## config.mk

```make
export PLATFORM = sky130hd
export DESIGN_NAME = demux_1_to_15_loader_flat
export DESIGN_NICKNAME = d
export VERILOG_FILES = /design/src/rtl/demux_1_to_15_loader_pkg.sv /design/src/rtl/demux_1_to_15_loader_if.sv /design/src/rtl/demux_1_to_15_loader_bank.sv /design/src/rtl/demux_1_to_15_loader.sv /design/src/flat_wrapper.sv
export SDC_FILE = /design/constraint.sdc
export NUM_CORES = 1
export LEC_CHECK = 0
export BUFFER_PORTS_ARGS = -buffer_cell sky130_fd_sc_hd__buf_2
export CORE_MARGIN = 2
export CORE_UTILIZATION = 40
export CTS_BUF_LIST = sky130_fd_sc_hd__clkbuf_8 sky130_fd_sc_hd__clkbuf_16
export DETAILED_ROUTE_END_ITERATION = 10
export GPL_ROUTABILITY_DRIVEN = 1
export PLACE_DENSITY_LB_ADDON = 0.2
export SETUP_SLACK_MARGIN = 0.02
export SYNTH_ARGS = -nofsm -noshare
export SYNTH_HDL_FRONTEND = slang
export SYNTH_SLANG_ARGS = --single-unit
export TNS_END_PERCENT = 20
```

## constraint.sdc

```tcl
create_clock -name clk -period 1.9 [get_ports clk]
set_clock_uncertainty 0.05 [all_clocks]
set_input_delay 0.285 -clock clk [delete_from_list [all_inputs] [get_ports clk]]
set_output_delay 0.285 -clock clk [all_outputs]
set_load 0.01 [all_outputs]
```

## src/rtl/demux_1_to_15_loader_pkg.sv

```systemverilog
// Shared definitions for the 15-way tap loader.
//   NUM_TAPS   number of output registers (fixed at 15)
//   SEL_W      width of register index / burst counter
//   SEL_UNUSED unused select code (no register written)
//   LAST_IDX   index of the final burst word
//   state_e    loader FSM states
package rc_pkg;

  localparam int unsigned NUM_TAPS = 15;
  localparam int unsigned SEL_W    = 4;

  localparam logic [SEL_W-1:0] SEL_UNUSED = 4'hF;
  localparam logic [SEL_W-1:0] LAST_IDX   = 4'd14;

  typedef enum logic {
    ST_IDLE = 1'b0,
    ST_LOAD = 1'b1
  } state_e;

endpackage

```

## src/rtl/demux_1_to_15_loader_if.sv

```systemverilog
// Control/data bundle for demux_1_to_15_loader.
//   master : source side (drives start/abort/burst word/single write)
//   slave  : loader side (drives in_ready/busy/done/load_cnt)
interface demux_1_to_15_loader_if
  import rc_pkg::*;
#(
  parameter int unsigned SIZE = 16
) ();

  logic             start;
  logic             abort;
  logic             in_valid;
  logic [SIZE-1:0]  in_data;
  logic             in_ready;
  logic             wr_en;
  logic [SEL_W-1:0] wr_sel;
  logic [SIZE-1:0]  wr_data;
  logic             busy;
  logic             done;
  logic [SEL_W-1:0] load_cnt;

  modport master (
    output start, abort, in_valid, in_data, wr_en, wr_sel, wr_data,
    input  in_ready, busy, done, load_cnt
  );

  modport slave (
    input  start, abort, in_valid, in_data, wr_en, wr_sel, wr_data,
    output in_ready, busy, done, load_cnt
  );

endinterface

```

## src/rtl/demux_1_to_15_loader_bank.sv

```systemverilog
// tap_reg_bank: 15 x SIZE registers with one synchronous write port.
//   clk, rst : clock, synchronous active-high reset (clears all registers)
//   we_i     : write enable
//   idx_i    : register index; codes >= NUM_TAPS write nothing
//   data_i   : write data
//   q_o      : all register contents
module tap_reg_bank
  import rc_pkg::*;
#(
  parameter int unsigned SIZE = 16
) (
  input  logic                               clk,
  input  logic                               rst,
  input  logic                               we_i,
  input  logic [SEL_W-1:0]                   idx_i,
  input  logic [SIZE-1:0]                    data_i,
  output logic [NUM_TAPS-1:0][SIZE-1:0]      q_o
);

  logic [NUM_TAPS-1:0][SIZE-1:0] regs_q;

  always_ff @(posedge clk) begin
    if (rst) begin
      regs_q <= '0;
    end else begin
      for (int unsigned i = 0; i < NUM_TAPS; i++) begin
        if (we_i && (idx_i == SEL_W'(i))) begin
          regs_q[i] <= data_i;
        end
      end
    end
  end

  assign q_o = regs_q;

endmodule

```

## src/rtl/demux_1_to_15_loader.sv

```systemverilog
// demux_1_to_15_loader: distributes a SIZE-bit stream into 15 registers B0..B14,
// either as an ordered 15-word burst (valid/ready) or as single addressed writes.
//   clk, rst : clock, synchronous active-high reset
//   bus      : start/abort, burst handshake, single write, busy/done/load_cnt
//   B0..B14  : registered outputs
module demux_1_to_15_loader
  import rc_pkg::*;
#(
  parameter int unsigned SIZE = 16
) (
  input  logic                 clk,
  input  logic                 rst,
  demux_1_to_15_loader_if.slave bus,
  output logic [SIZE-1:0]      B0,
  output logic [SIZE-1:0]      B1,
  output logic [SIZE-1:0]      B2,
  output logic [SIZE-1:0]      B3,
  output logic [SIZE-1:0]      B4,
  output logic [SIZE-1:0]      B5,
  output logic [SIZE-1:0]      B6,
  output logic [SIZE-1:0]      B7,
  output logic [SIZE-1:0]      B8,
  output logic [SIZE-1:0]      B9,
  output logic [SIZE-1:0]      B10,
  output logic [SIZE-1:0]      B11,
  output logic [SIZE-1:0]      B12,
  output logic [SIZE-1:0]      B13,
  output logic [SIZE-1:0]      B14
);

  state_e           state_q, state_d;
  logic [SEL_W-1:0] cnt_q, cnt_d;
  logic             done_q, done_d;

  logic             we;
  logic [SEL_W-1:0] idx;
  logic [SIZE-1:0]  wdata;

  logic [NUM_TAPS-1:0][SIZE-1:0] regs;

  always_ff @(posedge clk) begin
    if (rst) begin
      state_q <= ST_IDLE;
      cnt_q   <= '0;
      done_q  <= 1'b0;
    end else begin
      state_q <= state_d;
      cnt_q   <= cnt_d;
      done_q  <= done_d;
    end
  end

  // Single write port: burst words own it in LOAD, addressed writes in IDLE.
  always_comb begin
    state_d = state_q;
    cnt_d   = cnt_q;
    done_d  = 1'b0;
    we      = 1'b0;
    idx     = cnt_q;
    wdata   = bus.in_data;

    unique case (state_q)
      ST_IDLE: begin
        if (bus.wr_en && (bus.wr_sel != SEL_UNUSED)) begin
          we    = 1'b1;
          idx   = bus.wr_sel;
          wdata = bus.wr_data;
        end
        if (bus.start) begin
          state_d = ST_LOAD;
          cnt_d   = '0;
        end
      end
      ST_LOAD: begin
        if (bus.in_valid) begin
          we    = 1'b1;
          idx   = cnt_q;
          wdata = bus.in_data;
          if (cnt_q == LAST_IDX) begin
            state_d = ST_IDLE;
            cnt_d   = '0;
            done_d  = 1'b1;
          end else begin
            cnt_d = cnt_q + 4'd1;
          end
        end
        // Abort still lets a coincident word land (write above) but never pulses done.
        if (bus.abort) begin
          state_d = ST_IDLE;
          cnt_d   = '0;
          done_d  = 1'b0;
        end
      end
      default: begin
        state_d = ST_IDLE;
        cnt_d   = '0;
      end
    endcase
  end

  assign bus.in_ready = (state_q == ST_LOAD);
  assign bus.busy     = (state_q == ST_LOAD);
  assign bus.done     = done_q;
  assign bus.load_cnt = cnt_q;

  tap_reg_bank #(
    .SIZE (SIZE)
  ) u_bank (
    .clk    (clk),
    .rst    (rst),
    .we_i   (we),
    .idx_i  (idx),
    .data_i (wdata),
    .q_o    (regs)
  );

  assign B0  = regs[0];
  assign B1  = regs[1];
  assign B2  = regs[2];
  assign B3  = regs[3];
  assign B4  = regs[4];
  assign B5  = regs[5];
  assign B6  = regs[6];
  assign B7  = regs[7];
  assign B8  = regs[8];
  assign B9  = regs[9];
  assign B10 = regs[10];
  assign B11 = regs[11];
  assign B12 = regs[12];
  assign B13 = regs[13];
  assign B14 = regs[14];

endmodule

```

## src/flat_wrapper.sv

```systemverilog
// flat-port wrapper written by rule: the top's interface ports become plain ports
module demux_1_to_15_loader_flat import rc_pkg::*;
#(
  parameter int unsigned SIZE = 16
)
  (clk, rst, B0, B1, B2, B3, B4, B5, B6, B7, B8, B9, B10, B11, B12, B13, B14, bus_start, bus_abort, bus_in_valid, bus_in_data, bus_wr_en, bus_wr_sel, bus_wr_data, bus_in_ready, bus_busy, bus_done, bus_load_cnt);
  demux_1_to_15_loader_if #(.SIZE(SIZE)) bus_i ();
  input  logic clk;
  input  logic rst;
  output logic [SIZE-1:0] B0;
  output logic [SIZE-1:0] B1;
  output logic [SIZE-1:0] B2;
  output logic [SIZE-1:0] B3;
  output logic [SIZE-1:0] B4;
  output logic [SIZE-1:0] B5;
  output logic [SIZE-1:0] B6;
  output logic [SIZE-1:0] B7;
  output logic [SIZE-1:0] B8;
  output logic [SIZE-1:0] B9;
  output logic [SIZE-1:0] B10;
  output logic [SIZE-1:0] B11;
  output logic [SIZE-1:0] B12;
  output logic [SIZE-1:0] B13;
  output logic [SIZE-1:0] B14;
  input wire logic [$bits(bus_i.start)-1:0] bus_start;
  input wire logic [$bits(bus_i.abort)-1:0] bus_abort;
  input wire logic [$bits(bus_i.in_valid)-1:0] bus_in_valid;
  input wire logic [$bits(bus_i.in_data)-1:0] bus_in_data;
  input wire logic [$bits(bus_i.wr_en)-1:0] bus_wr_en;
  input wire logic [$bits(bus_i.wr_sel)-1:0] bus_wr_sel;
  input wire logic [$bits(bus_i.wr_data)-1:0] bus_wr_data;
  output wire logic [$bits(bus_i.in_ready)-1:0] bus_in_ready;
  output wire logic [$bits(bus_i.busy)-1:0] bus_busy;
  output wire logic [$bits(bus_i.done)-1:0] bus_done;
  output wire logic [$bits(bus_i.load_cnt)-1:0] bus_load_cnt;
  assign bus_i.start = bus_start;
  assign bus_i.abort = bus_abort;
  assign bus_i.in_valid = bus_in_valid;
  assign bus_i.in_data = bus_in_data;
  assign bus_i.wr_en = bus_wr_en;
  assign bus_i.wr_sel = bus_wr_sel;
  assign bus_i.wr_data = bus_wr_data;
  assign bus_in_ready = bus_i.in_ready;
  assign bus_busy = bus_i.busy;
  assign bus_done = bus_i.done;
  assign bus_load_cnt = bus_i.load_cnt;
  demux_1_to_15_loader #(.SIZE(SIZE)) u_core (.clk(clk), .rst(rst), .bus(bus_i), .B0(B0), .B1(B1), .B2(B2), .B3(B3), .B4(B4), .B5(B5), .B6(B6), .B7(B7), .B8(B8), .B9(B9), .B10(B10), .B11(B11), .B12(B12), .B13(B13), .B14(B14));
endmodule
```

Yosys cells after proc, flatten, opt, wreduce, memory -nomap -nowiden
Index checks and enable logic that the tools add are counted.
{"block": "word_totals", "regBits": 246, "latchBits": 0, "ramBits": 0, "romBits": 0, "in_bits": 42, "output_inout_bits": 247, "word_cells": 76, "memories": 0}
{"block": "op_classes", "add_sub_neg": 1, "multipliers": 0, "div": 0, "order_cmp": 0, "eq_ne": 18, "n_shift": 0, "mux": 18, "n_bitwise": 2, "n_reduce_logical": 19}
{"op": "4-bit equality test, second input constant", "count": 8}
{"op": "16-bit one-hot mux with 2 select lines", "count": 1}
{"op": "4-bit two-way mux", "count": 5}
{"op": "4-bit by 3-bit equality test with 1-bit output, second input constant", "count": 4}
{"op": "1-bit logical AND", "count": 16}
{"op": "16-bit two-way mux", "count": 1}
{"op": "4-bit one-hot mux with 2 select lines", "count": 2}
{"op": "4-bit by 2-bit equality test with 1-bit output, second input constant", "count": 2}
{"op": "1-bit two-way mux", "count": 7}
{"op": "4-bit by 1-bit adder with 4-bit output, second input constant", "count": 1}
{"op": "4-bit by 1-bit equality test with 1-bit output, second input constant", "count": 1}
{"op": "4-bit logical NOT", "count": 1}
{"op": "4-bit inequality test, second input constant", "count": 1}
{"op": "1-bit one-hot mux with 2 select lines", "count": 2}
{"op": "4-bit OR reduction", "count": 1}
{"op": "3-bit inequality test, second input constant", "count": 1}
{"op": "2-bit inequality test, second input constant", "count": 1}
{"op": "1-bit NOT", "count": 2}
{"op": "2-bit AND reduction", "count": 1}

Longest topological paths before layout
Gate-level depths: netlist of the first run.
{"block": "depth", "depth_word": 6, "depth_mapped": 8, "mapped_depth_nobuf": 6}

Cells and area by module
A second synthesis of the first run with hierarchy kept.
{"block": "hier_totals", "hier_cells": 886, "area_unflattened_um2": 9952.0}
{"module": "tap_reg_bank", "n_inst": 1, "cells_per_inst": 824, "area_each_um2": 9306.4, "seq_area_each_um2": 4804.6}
{"module": "demux_1_to_15_loader", "n_inst": 1, "cells_per_inst": 62, "area_each_um2": 645.6, "seq_area_each_um2": 120.1}

Worst setup path after synthesis of the first run
Ideal clock, no wire load.
{"block": "synth_timing", "kind": "flip-flop to flip-flop", "startpoint": "register u_core.state_q, in the netlist u_core.bus.busy", "endpoint": "register u_core.u_bank.regs_q (netlist bit u_core.u_bank.q_o[64])", "setup_ns": 0.150, "arrival_ns": 1.814, "required_time_ns": 1.700, "setup_slack_ns": -0.114, "stages_incl_launch_ff": 8, "path_buffers": 3, "cell_sequence": "dfxtp_1 buf_4 nor2b_4 buf_6 o211a_2 a21oi_1 buf_2 a221oi_2"}
{"block": "synth_between", "elab_chain_cells": 4, "elab_cells_between_ends": 6, "classes_between": "eq/ne (1); mux (3); bitwise (1); reduce/logical (1)"}
{"element": "from (decl)", "line_no": "demux_1_to_15_loader.sv:31", "rtl": "state_e state_q, state_d;"}
{"element": "from (signal assigned)", "line_no": "demux_1_to_15_loader.sv:47", "rtl": "state_q <= state_d;"}
{"element": "1-bit NOT", "line_no": "demux_1_to_15_loader.sv:62", "rtl": "unique case (state_q)"}
{"element": "4-bit one-hot mux with 2 select lines", "line_no": "demux_1_to_15_loader.sv:62"}
{"element": "4-bit by 3-bit equality test with 1-bit output", "line_no": "demux_1_to_15_loader_bank.sv:27", "rtl": "if (we_i && (idx_i == SEL_W'(i))) begin"}
{"element": "1-bit logical AND", "line_no": "demux_1_to_15_loader_bank.sv:27"}
{"element": "to (signal, indexed assignment)", "line_no": "demux_1_to_15_loader_bank.sv:28", "rtl": "regs_q[i] <= data_i;"}
{"element": "to (decl)", "line_no": "demux_1_to_15_loader_bank.sv:20", "rtl": "logic [NUM_TAPS-1:0][SIZE-1:0] regs_q;"}
Several ways; a longest one is shown, not always the timed one.
A chain may end at the register's enable or synchronous reset.

Worst setup path after layout of the first run
{"block": "layout_timing", "startpoint": "register u_core.state_q, in the netlist u_core.bus.busy", "endpoint": "register u_core.u_bank.regs_q (netlist bit u_core.u_bank.q_o[129])"}
{"block": "layout_between", "elab_chain_cells": 4, "elab_cells_between_ends": 6, "classes_between": "eq/ne (1); mux (3); bitwise (1); reduce/logical (1)"}
{"element": "1-bit NOT", "line_no": "demux_1_to_15_loader.sv:62"}
{"element": "4-bit one-hot mux with 2 select lines", "line_no": "demux_1_to_15_loader.sv:62"}
{"element": "4-bit equality test", "line_no": "demux_1_to_15_loader_bank.sv:27"}
{"element": "1-bit logical AND", "line_no": "demux_1_to_15_loader_bank.sv:27"}
Several ways; a longest one is shown, not always the timed one.

==> results by group, run 1 <==
Route
  – 1st-iter DRT viols: 1226
  – Drt wl/cell: 24.1 um
  – Via density: about 6
  – TritonRoute pass-1 iters: 5
  – Antenna-violating nets left: 0
  – Via count: 11688
  – Drc violations: 0
  – DRT Wirelength: 46.1 mm

Worst hold path
  – Hold Crit Depth: 2
  – Hold Crit Start: rst
  – Hold EP: u_core.bus.load_cnt[0]
  – Hold Path Class: input port to register

Setup path
  – CP required: 2.24 ns
  – CP Launch Type: register
  – CP arrival: 2.43 ns
  – Highest-delay cell along the critical path: or4b_4
  – Setup crit end kind: register
  – Worst stage delay on the critical path: 0.59 ns
  – R2r endpoint: u_core.u_bank.q_o[129]
  – Critical path peak fanout: 8
  – Worst r2r src: u_core.bus.busy
  – Critical Path, Cell by Cell: or4b_4, buf_6, o31a_2, a2111oi_2, a211oi_1
  – R2r setup slk: -0.18 ns
  – Setup CP Type: register to register
  – Worst Reg-to-Reg Cells: 5

Synthesis
  – Netlist cell types: 57
  – Commonest cells post-synth: dfxtp_1, inv_1, a211oi_1
  – FFs w/ async S/R, synth: 0
  – Ys Warns: 0
  – Largest cells by area after synthesis: dfxtp_1, a211oi_1, a2111oi_0
  – Largest area contributor in the netlist: dfxtp_1
  – Syn_area_per_cell: 9.28 sq um
  – Synth Flop Type: dfxtp_1
  – Mapped Nets: about 1200
  – Number of synthesized flops with an enable pin: 0
  – Area fraction of the dominant cell type after synthesis: 0.464
  – Post-synthesis sequential area ratio: 0.464
  – Post-Syn Area: 0.0106 sq mm
  – Top-count cell post-synth: dfxtp_1
  – Flops & latches, synth: between 200 and 250
  – Mapped Cells: 1143

GRT
  – First-pass GRT wire length: 64.8 mm
  – GRT Total Usage: 0.292
  – Grt total ovfl: 0
  – Vias in the first global route: 10851
  – Antenna violations before repair: 3
  – Pin count of the biggest net entering global routing: 70

CTS
  – Clock transition at the registers of the reported paths: 0.06 ns
  – Cts bufs inserted: 26
  – Clock sinks: 246
  – Worst skew pair latency: 0.53 ns
  – CTS tree: done
  – Root Driver: clkbuf_16
  – H-tree depth: 1
  – Max Root-Sink Buffers: 3

Placed design
  – RePlAce Congestion: 0.909
  – Pre-CTS setup slack: -0.490 ns
  – Final HPWL DP: 29.5 mm
  – PortBufs: 288

Timing
  – Minimum clock period: ~2.1 ns
  – RSZ-0062 raised after global routing: yes
  – Actual slew at the worst max-slew pin: 0.658 ns
  – Final setup margin: -0.184 ns
  – Fmax: 480 MHz
  – Final Hold Fails: 0
  – Slew headroom: 0.561
  – Final setup vio count: approximately 120
  – Final TNS setup: -7.73 ns
  – Max Transition Viols Final: 0
  – Period utilization: 1.10

Pwr
  – P_sw: 0.00370 W
  – Internal power: 0.00936 W
  – Comb pwr share: 0.177
  – P per Cell Area: 775 mW/mm^2
  – Max VDD drop: roughly 0.74 mV
  – Part of the power in the clock network: 0.406
  – Net Sw Frac: 0.283
  – Seq pwr share: 0.417
  – Leak pwr: between 6 and 7 nW

Floorplan
  – Die area: approximately 0.028 sq mm
  – Die width: 167 um
  – I/O pin total: between 200 and 300
  – DIE HEIGHT: 167 um
  – Core area: ~0.026 sq mm
  – Starting Density: 0.407
  – Rows: slightly below 60

Final layout
  – Register area: 0.00493 sq mm
  – Area Growth Syn to Fin: 58.8%
  – Fill cells: between 2000 and 2500
  – Layout cells sized above 1: 0.482
  – Multi-input logic area: between 0.005 and 0.006 sq mm
  – Nets: around 1600

Outcome
  – Status: complete, but fails checks
  – Failing checks: setup timing

Job
  – Max-Cap Viols: 0
==> registers in the layout, indices dropped and copies added, names as in the netlist <==
signal	flops
u_core.bus.done	1
u_core.u_bank.q_o	240
u_core.bus.load_cnt	4
u_core.bus.busy	1
==> kinds of logic (layout without fill, tap and decap cells) <==
logic type | Yosys count | after routing | synth area share
fa+ha+maj | 2 | 2 | 0.00236
compound gates | 486 | 491 | 0.365
flops | 246 | 246 | 0.464
mux | 3 | 3 | 0.00283
other cells | 0 | 2 | 0
simple gates | 78 | 79 | 0.0443
buf+inv | 328 | 759 | 0.121
==> placed cells by master, fill, tap and decap left out, types with 3 or more instances in the layout <==
cell	n
buf_2	287
clkbuf_16	35
a221oi_2	30
a21o_1	5
and3_1	9
buf_12	42
clkinv_2	5
a221o_1	3
inv_1	198
nand2_1	4
buf_6	15
a21boi_1	10
clkinvlp_4	3
a211oi_2	30
bufinv_16	3
a2111oi_1	22
o22ai_1	17
a21oi_1	5
nand2b_1	4
a221oi_1	34
buf_4	162
and3_2	8
dfxtp_1	243
a2111oi_4	33
nor2_1	21
a211oi_1	146
a2111oi_0	15
a21boi_2	4
nand2_2	3
a2111oi_2	58
nand4_1	4
o21ai_0	4
a21o_4	6
clkbuf_8	3
a31oi_1	47
==> through the flow <==
step	cells	util	cell area (sq um)	hold slack [ns]	power, W
after CTS	1891	0.610	15900	0.152	0.0128
after floorplan	1143	-	10600	0.312	0.00636
after global routing	1915	0.646	16800	0.190	0.0134
after detailed placement	1832	0.536	14000	0.390	0.00735
after global placement	1832	0.536	14000	0.387	0.00733
final	1917	0.647	16900	0.178	0.0131
==> worst max-delay path, delay by kind of cell (launching register included) <==
| family | cells | cell delay, ns |
|---|---|---|
| buffers and inverters | 1 | 0.16 |
| AO/OA/AOI/OAI | 3 | 0.76 |
| AND/OR/NAND/NOR | 1 | 0.59 |
| flip-flops | 1 | 0.38 |
==> area by class of cell <==
class / instances / share of cell area
Antenna cell: 2 / 0.000297
Clock buffer: 30 / 0.0425
Clock inverter: 17 / 0.0101
Inverter: 194 / 0.0432
Multi-Input combinational cell: 575 / 0.353
Sequential cell: 246 / 0.293
Tap cell: 335 / 0.0249
Timing Repair Buffer: 518 / 0.233
==> repair_timing <==
item,in CTS,in global routing
pin swaps,43,35
hold buffers,2,0
resized for setup,233,116
endpoints found under the setup margin,224,221
setup buffers,6,12
hold endpoints to repair,2,0
cloned,4,12
==> per-layer routing <==
metal,part of all wire,up-vias,global-route usage
li1,-,5232,-
met1,0.40,5594,0.395
met2,0.46,722,0.462
met3,0.11,134,0.0763
met4,0.037,6,0.0813
met5,0.00089,-,0
==> how the worst max path moves through the flow <==
stage,from,end,slack [ns],cells after the start
after floorplan,u_core.bus.load_cnt[2],u_core.u_bank.q_o[182],-0.06,7
after global placement,bus_wr_en,u_core.u_bank.q_o[53],-0.44,9
after detailed placement,bus_wr_en,u_core.u_bank.q_o[53],-0.49,9
after CTS,u_core.bus.busy,u_core.u_bank.q_o[7],-0.08,5
after global routing,u_core.bus.busy,u_core.u_bank.q_o[50],-0.19,7
final,u_core.bus.busy,u_core.u_bank.q_o[129],-0.18,5
==> power groups by stage <==
stage	Combinational, W	Sequential (W)	Clock [W]
3_5_place_dp	0.00179	0.00556	0
4_1_cts	0.00202	0.00545	0.00533
3_3_place_gp	0.00177	0.00556	0
6_report	0.00231	0.00545	0.00530
5_1_grt	0.00241	0.00546	0.00555
2_1_floorplan	0.000741	0.00562	0
Note: power is estimated with default switching activity, not from simulation.
==> run 2, diff against run 1 <==
==> constraint.sdc (replaced) <==
create_clock -name clk -period 1.7 [get_ports clk]
set_clock_uncertainty 0.05 [all_clocks]
set_input_delay 0.255 -clock clk [delete_from_list [all_inputs] [get_ports clk]]
set_output_delay 0.255 -clock clk [all_outputs]
set_load 0.01 [all_outputs]
==> run 2 against run 1 <==
  * Combinational power increased by 38%
  * Via count increased by 6.2%
  * Utilization is 9.6 points higher
  * Critical endpoint is now u_core.u_bank.q_o[11]
  * Fmax down 7.4%
  * The flow still finishes with violations (setup timing)
  * Largest power group is now the clock network
  * Critical path type unchanged
  * Cell count is 2.4% higher
  * Clock power up 24%
==> results by group, run 2 (same netlist as run 1, synthesis figures left out) <==
Setup path
  – CP Launch Type: register
  – Setup crit end kind: register
  – CP required: 2.06 ns
  – Critical path peak fanout: 15
  – Setup CP Type: register to register
  – CP arrival: 2.61 ns

Timing
  – RSZ-0062 raised after global routing: yes
  – Final setup vio count: 240
  – Period utilization: 1.32
  – Fmax: 444 MHz
  – Final Hold Fails: 0
  – Actual slew at the worst max-slew pin: 0.620 ns
  – Max Transition Viols Final: 0
  – Minimum clock period: around 2.2 ns
  – Final Hold Slack: 0.123 ns
  – Slew headroom: 0.585
  – Final setup margin: -0.550 ns

Final layout
  – Fin area: about 0.019 sq mm
  – Area Growth Syn to Fin: 82.5%
  – Commonest non-fill, non-tap cell in the layout: buf_2
  – Max reg flops: between 200 and 250
  – Nets: 1651
  – Fin cells: a little under 2000
  – Layout cells sized above 1: 0.590
  – Commonest cells after routing, fill and taps aside: buf_2, dfxtp_1, inv_1, buf_4, a211oi_2

Placed design
  – Dpl cells: ~1900
  – RePlAce Congestion: 0.861
  – PortBufs: 288
  – Final HPWL DP: 29.8 mm
  – Placed cell area: around 0.015 sq mm

Route
  – Drt wl/cell: ~27 um
  – Via density: ~6.3
  – Antenna-violating nets left: 0
  – Drc violations: 0
  – 1st-iter DRT viols: between 1000 and 1500
  – Via count: 12409
  – DRT Wirelength: between 50 and 60 mm
  – TritonRoute pass-1 iters: 5

CTS
  – Worst skew pair latency: 0.54 ns
  – CTS tree: done
  – Cts bufs inserted: 26
  – H-tree depth: 1
  – Root Driver: clkbuf_16
  – Clock transition at the registers of the reported paths: 0.07 ns
  – Clock sinks: 246
  – Max Root-Sink Buffers: 3

Outcome
  – Status: complete, but fails checks
  – Failing checks: setup timing

GRT
  – Pin count of the biggest net entering global routing: 55
  – Antenna violations before repair: 2
  – GRT Total Usage: 0.331
  – First-pass GRT wire length: approximately 72 mm
  – Vias in the first global route: around 12000
  – Grt total ovfl: 0

Pwr
  – Max VDD drop: roughly 0.75 mV
  – Leak pwr: about 7.0 nW
  – P per Cell Area: 819 mW/mm^2

Floorplan
  – Die width: 167 um
  – DIE HEIGHT: 167 um
  – Rows: 59
  – I/O pin total: 289
  – Core area: between 0.02 and 0.03 sq mm
  – Starting Density: 0.407
  – Die area: approximately 0.028 sq mm

Job
  – Max-Cap Viols: 0

Worst hold path
  – Hold Path Class: input port to register
run 2: cell count changes in the layout (fill, tap and decap cells not counted), moves of 17 or more:
cell       previous run  this run
a2111oi_1            22         5
a2111oi_2            58        36
a2111oi_4            33        87
a211oi_1            146        87
a211oi_2             30        88
buf_6                15        33
run 2: timing repair:
action                     4_1_cts  5_1_grt
pin swaps                       88       80
gates cloned                    17        7
setup endpoints to repair      243      244
gates resized for setup        329      155
hold buffers                     2        0
buffers inserted                21       15
hold endpoints to repair         2        0
run 2: power by group:
part           internal (W)  total (W)  switching, W  leakage, nW
clock network       0.00398    0.00657       0.00260        0.494
logic               0.00130    0.00319       0.00190         4.55
registers           0.00596    0.00609      0.000133         2.00
run 2: area by class of cell:
type	instances	area (sq um)
diodes	1	2.50
well taps	335	419
multi-input cells	577	7590
clock inverters	14	211
flip-flops and latches	246	4930
clock buffers	34	772
fillers	1650	6700
inverters	194	728
repair buffers	562	4700
run 2: final timing paths:
check / from / end / slack, ns / depth (start not counted)
min: bus_wr_data[4] / u_core.u_bank.q_o[68] / 0.12 / 3
max reg2reg: u_core.bus.busy / u_core.u_bank.q_o[11] / -0.55 / 9
min reg2reg: u_core.u_bank.q_o[17] / u_core.u_bank.q_o[17] / 0.40 / 2
max: u_core.bus.busy / u_core.u_bank.q_o[11] / -0.55 / 9
run 2: critical path, stage by stage (launching register included):
cell,delay (ns)
dfxtp_4,0.37
buf_6,0.12
nor2b_4,0.15
buf_6,0.15
mux2i_4,0.25
buf_4,0.15
buf_12,0.16
buf_6,0.16
a2111oi_4,0.09
a211oi_2,0.46
run 2: stage by stage:
step	setup TNS, ns	worst slack [ns]	power (W)	utilization
floorplan	-20.08	-0.174	0.00730	-
finish	-55.25	-0.550	0.0159	0.743
global placement	-97.13	-0.756	0.00839	0.574
global route	-71.12	-0.559	0.0162	0.743
detailed placement	-100.96	-0.743	0.00841	0.574
CTS	-43.91	-0.258	0.0154	0.695
run 2: routing by layer:
metal,share of wire,global-route usage,vias up
met2,0.46,0.531,769
met5,0.00040,0,-
met1,0.38,0.421,6066
met4,0.059,0.140,4
li1,-,-,5344
met3,0.10,0.0901,226
==> run 3, diff against run 2 <==
--- a/config.mk
+++ b/config.mk
@@ -8,7 +8,7 @@
 export BUFFER_PORTS_ARGS = -buffer_cell sky130_fd_sc_hd__buf_2
 export CORE_MARGIN = 2
 export CORE_UTILIZATION = 40
-export CTS_BUF_LIST = sky130_fd_sc_hd__clkbuf_8 sky130_fd_sc_hd__clkbuf_16
+export CTS_BUF_LIST = sky130_fd_sc_hd__clkbuf_8
 export DETAILED_ROUTE_END_ITERATION = 10
 export GPL_ROUTABILITY_DRIVEN = 1
 export PLACE_DENSITY_LB_ADDON = 0.2
==> run 3 against run 2 <==
  * The run still ends with setup timing left
  * Via count is 2.0% lower
  * First-iteration DRC count fell by 17%
  * Utilization fell by 2.1 points
  * Routed wire length is 6.1% lower
  * Die area did not move
  * Power shrank 5.4%
  * Sequential share of layout area rose by 0.73 points
  * Clock power down 11%
  * Fmax rose by 8.4%
  * Critical path type unchanged
  * Largest cell class unchanged
==> results by group, run 3 (same netlist as run 1, synthesis figures left out) <==
Outcome
  – Status: complete, but fails checks
  – Failing checks: setup timing

GRT
  – First-pass GRT wire length: 71.8 mm
  – Gr busiest metal: met2
  – GRT Total Usage: 0.328
  – Grt total ovfl: 0
  – Vias in the first global route: 11820
  – Pin count of the biggest net entering global routing: 55
  – Met2 usage: 0.521
  – Grt met3 use: 0.0772
  – Antenna violations before repair: 2
  – Met1 Track Usage GR: 0.435

Pwr
  – Max VDD drop: around 0.65 mV
  – Internal power: 0.0105 W
  – Seq pwr share: 0.406
  – Leak pwr: 6.92 nW
  – Net Sw Frac: 0.298
  – Total power: 0.0150 W
  – Comb pwr share: 0.204
  – P_sw: 0.00447 W
  – P per Cell Area: 797 mW/mm^2
  – Part of the power in the clock network: 0.390

Worst hold path
  – Hold Path Class: input port to register

Timing
  – Max Transition Viols Final: 0
  – Period utilization: 1.22
  – Final setup margin: -0.375 ns
  – Actual slew at the worst max-slew pin: 0.615 ns
  – RSZ-0062 raised after global routing: yes
  – Final setup vio count: 240
  – Final Hold Slack: 0.112 ns
  – Fmax: approximately 480 MHz
  – Slew headroom: 0.589
  – Final Hold Fails: 0
  – Minimum clock period: 2.08 ns

Final layout
  – Register area: approximately 0.0049 sq mm
  – Area Growth Syn to Fin: 77.4%
  – Commonest non-fill, non-tap cell in the layout: buf_2
  – Commonest cells after routing, fill and taps aside: buf_2, dfxtp_1, inv_1, buf_4, a211oi_1
  – Fill cells: roughly 1800
  – Max reg flops: 240
  – Fin util: 0.722
  – Nets: 1656
  – Fin area: 0.0188 sq mm
  – Layout cells sized above 1: 0.573
  – Multi-input logic area: ~0.0072 sq mm

Floorplan
  – Die area: 0.0278 sq mm
  – Die width: 167 um
  – Rows: 59
  – Starting Density: 0.407
  – I/O pin total: 289
  – DIE HEIGHT: 167 um
  – Core area: 0.0261 sq mm

CTS
  – Clock transition at the registers of the reported paths: 0.06 ns
  – CTS tree: done
  – Worst skew pair latency: 0.54 ns
  – Cts bufs inserted: 42
  – Clock sinks: roughly 250
  – Root Driver: clkbuf_8
  – H-tree depth: 2
  – Max Root-Sink Buffers: 3

Placed design
  – Final HPWL DP: 29.8 mm
  – RePlAce Congestion: 0.861
  – Pre-CTS setup slack: -0.743 ns
  – Placed cell area: 0.0150 sq mm
  – PortBufs: around 290

Setup path
  – Worst stage delay on the critical path: approximately 0.37 ns
  – CP Launch Type: register
  – Critical path peak fanout: 27
  – Highest-delay cell along the critical path: dfxtp_4
  – Critical Path, Cell by Cell: buf_6, nor2b_4, buf_6, mux2i_4, buf_6, buf_16, a2111oi_2, a211oi_1
  – Setup CP Type: register to register
  – Setup crit end kind: register
  – CP required: a little over 2 ns
  – Most common cell on crit path: buf_6
  – CP arrival: 2.45 ns
  – R2r setup slk: -0.38 ns

Route
  – Via density: 6.15
  – Drt wl/cell: 25.1 um
  – DRT Wirelength: roughly 50 mm
  – Antenna-violating nets left: 0
  – Drc violations: 0
  – Via count: 12166
  – 1st-iter DRT viols: 1086
  – TritonRoute pass-1 iters: 5

Job
  – Max-Cap Viols: 0
[run 3: cell types whose count changed in the layout (fill, tap and decap cells not counted), sizes merged]
cell	delta
clkbuf	+20
clkinvlp	+2
clkinv	+1
bufbuf	-1
bufinv	-3
o31a	-1
buf	-7
inv	+2
a21oi	+1
[run 3: area by class of cell]
class,count,area share
timing repair buffer,551,0.244
inverter,194,0.0387
clock inverter,16,0.00685
tap,335,0.0223
antenna,1,0.000133
sequential,246,0.262
multi-input combinational,577,0.385
clock buffer,57,0.0417
[run 3: final timing paths]
check	end	depth (start not counted)	startpoint
max	u_core.u_bank.q_o[24]	8	u_core.bus.busy
min	u_core.u_bank.q_o[68]	3	bus_wr_data[4]
max reg2reg	u_core.u_bank.q_o[24]	8	u_core.bus.busy
min reg2reg	u_core.u_bank.q_o[17]	2	u_core.u_bank.q_o[17]
[run 3: critical path: cells and delay by family, from the launching register on]
family	cells	cell delay (ns)
buf+inv	4	0.68
compound gates	2	0.45
flops	1	0.37
mux	1	0.24
simple gates	1	0.16
[run 3: metal layers]
metal | up-vias | part of all wire
met5 | - | 0.00042
met4 | 4 | 0.043
met3 | 162 | 0.090
met2 | 697 | 0.47
met1 | 5945 | 0.40
li1 | 5358 | -
[run 3: timing repair]
item	CTS	global route
setup buffers	25	2
pin swaps	71	68
setup endpoints to repair	243	244
hold endpoints to repair	2	0
resized for setup	332	110
hold buffers	2	0
cloned	18	4
[run 3: stage by stage]
stage / TNS (ns) / cells
floorplan: -20.08 / 1143
global placement: -97.13 / 1855
detailed placement: -100.96 / 1855
CTS: -44.84 / 1971
global route: -65.18 / 1976
finish: -49.24 / 1977
[run 3: power by group through the flow]
stage               logic, W  clock network [W]  registers (W)
floorplan            0.00102                  0        0.00628
global placement     0.00218                  0        0.00621
detailed placement   0.00220                  0        0.00621
CTS                  0.00279            0.00586        0.00609
global route         0.00317            0.00616        0.00611
finish               0.00306            0.00584        0.00609
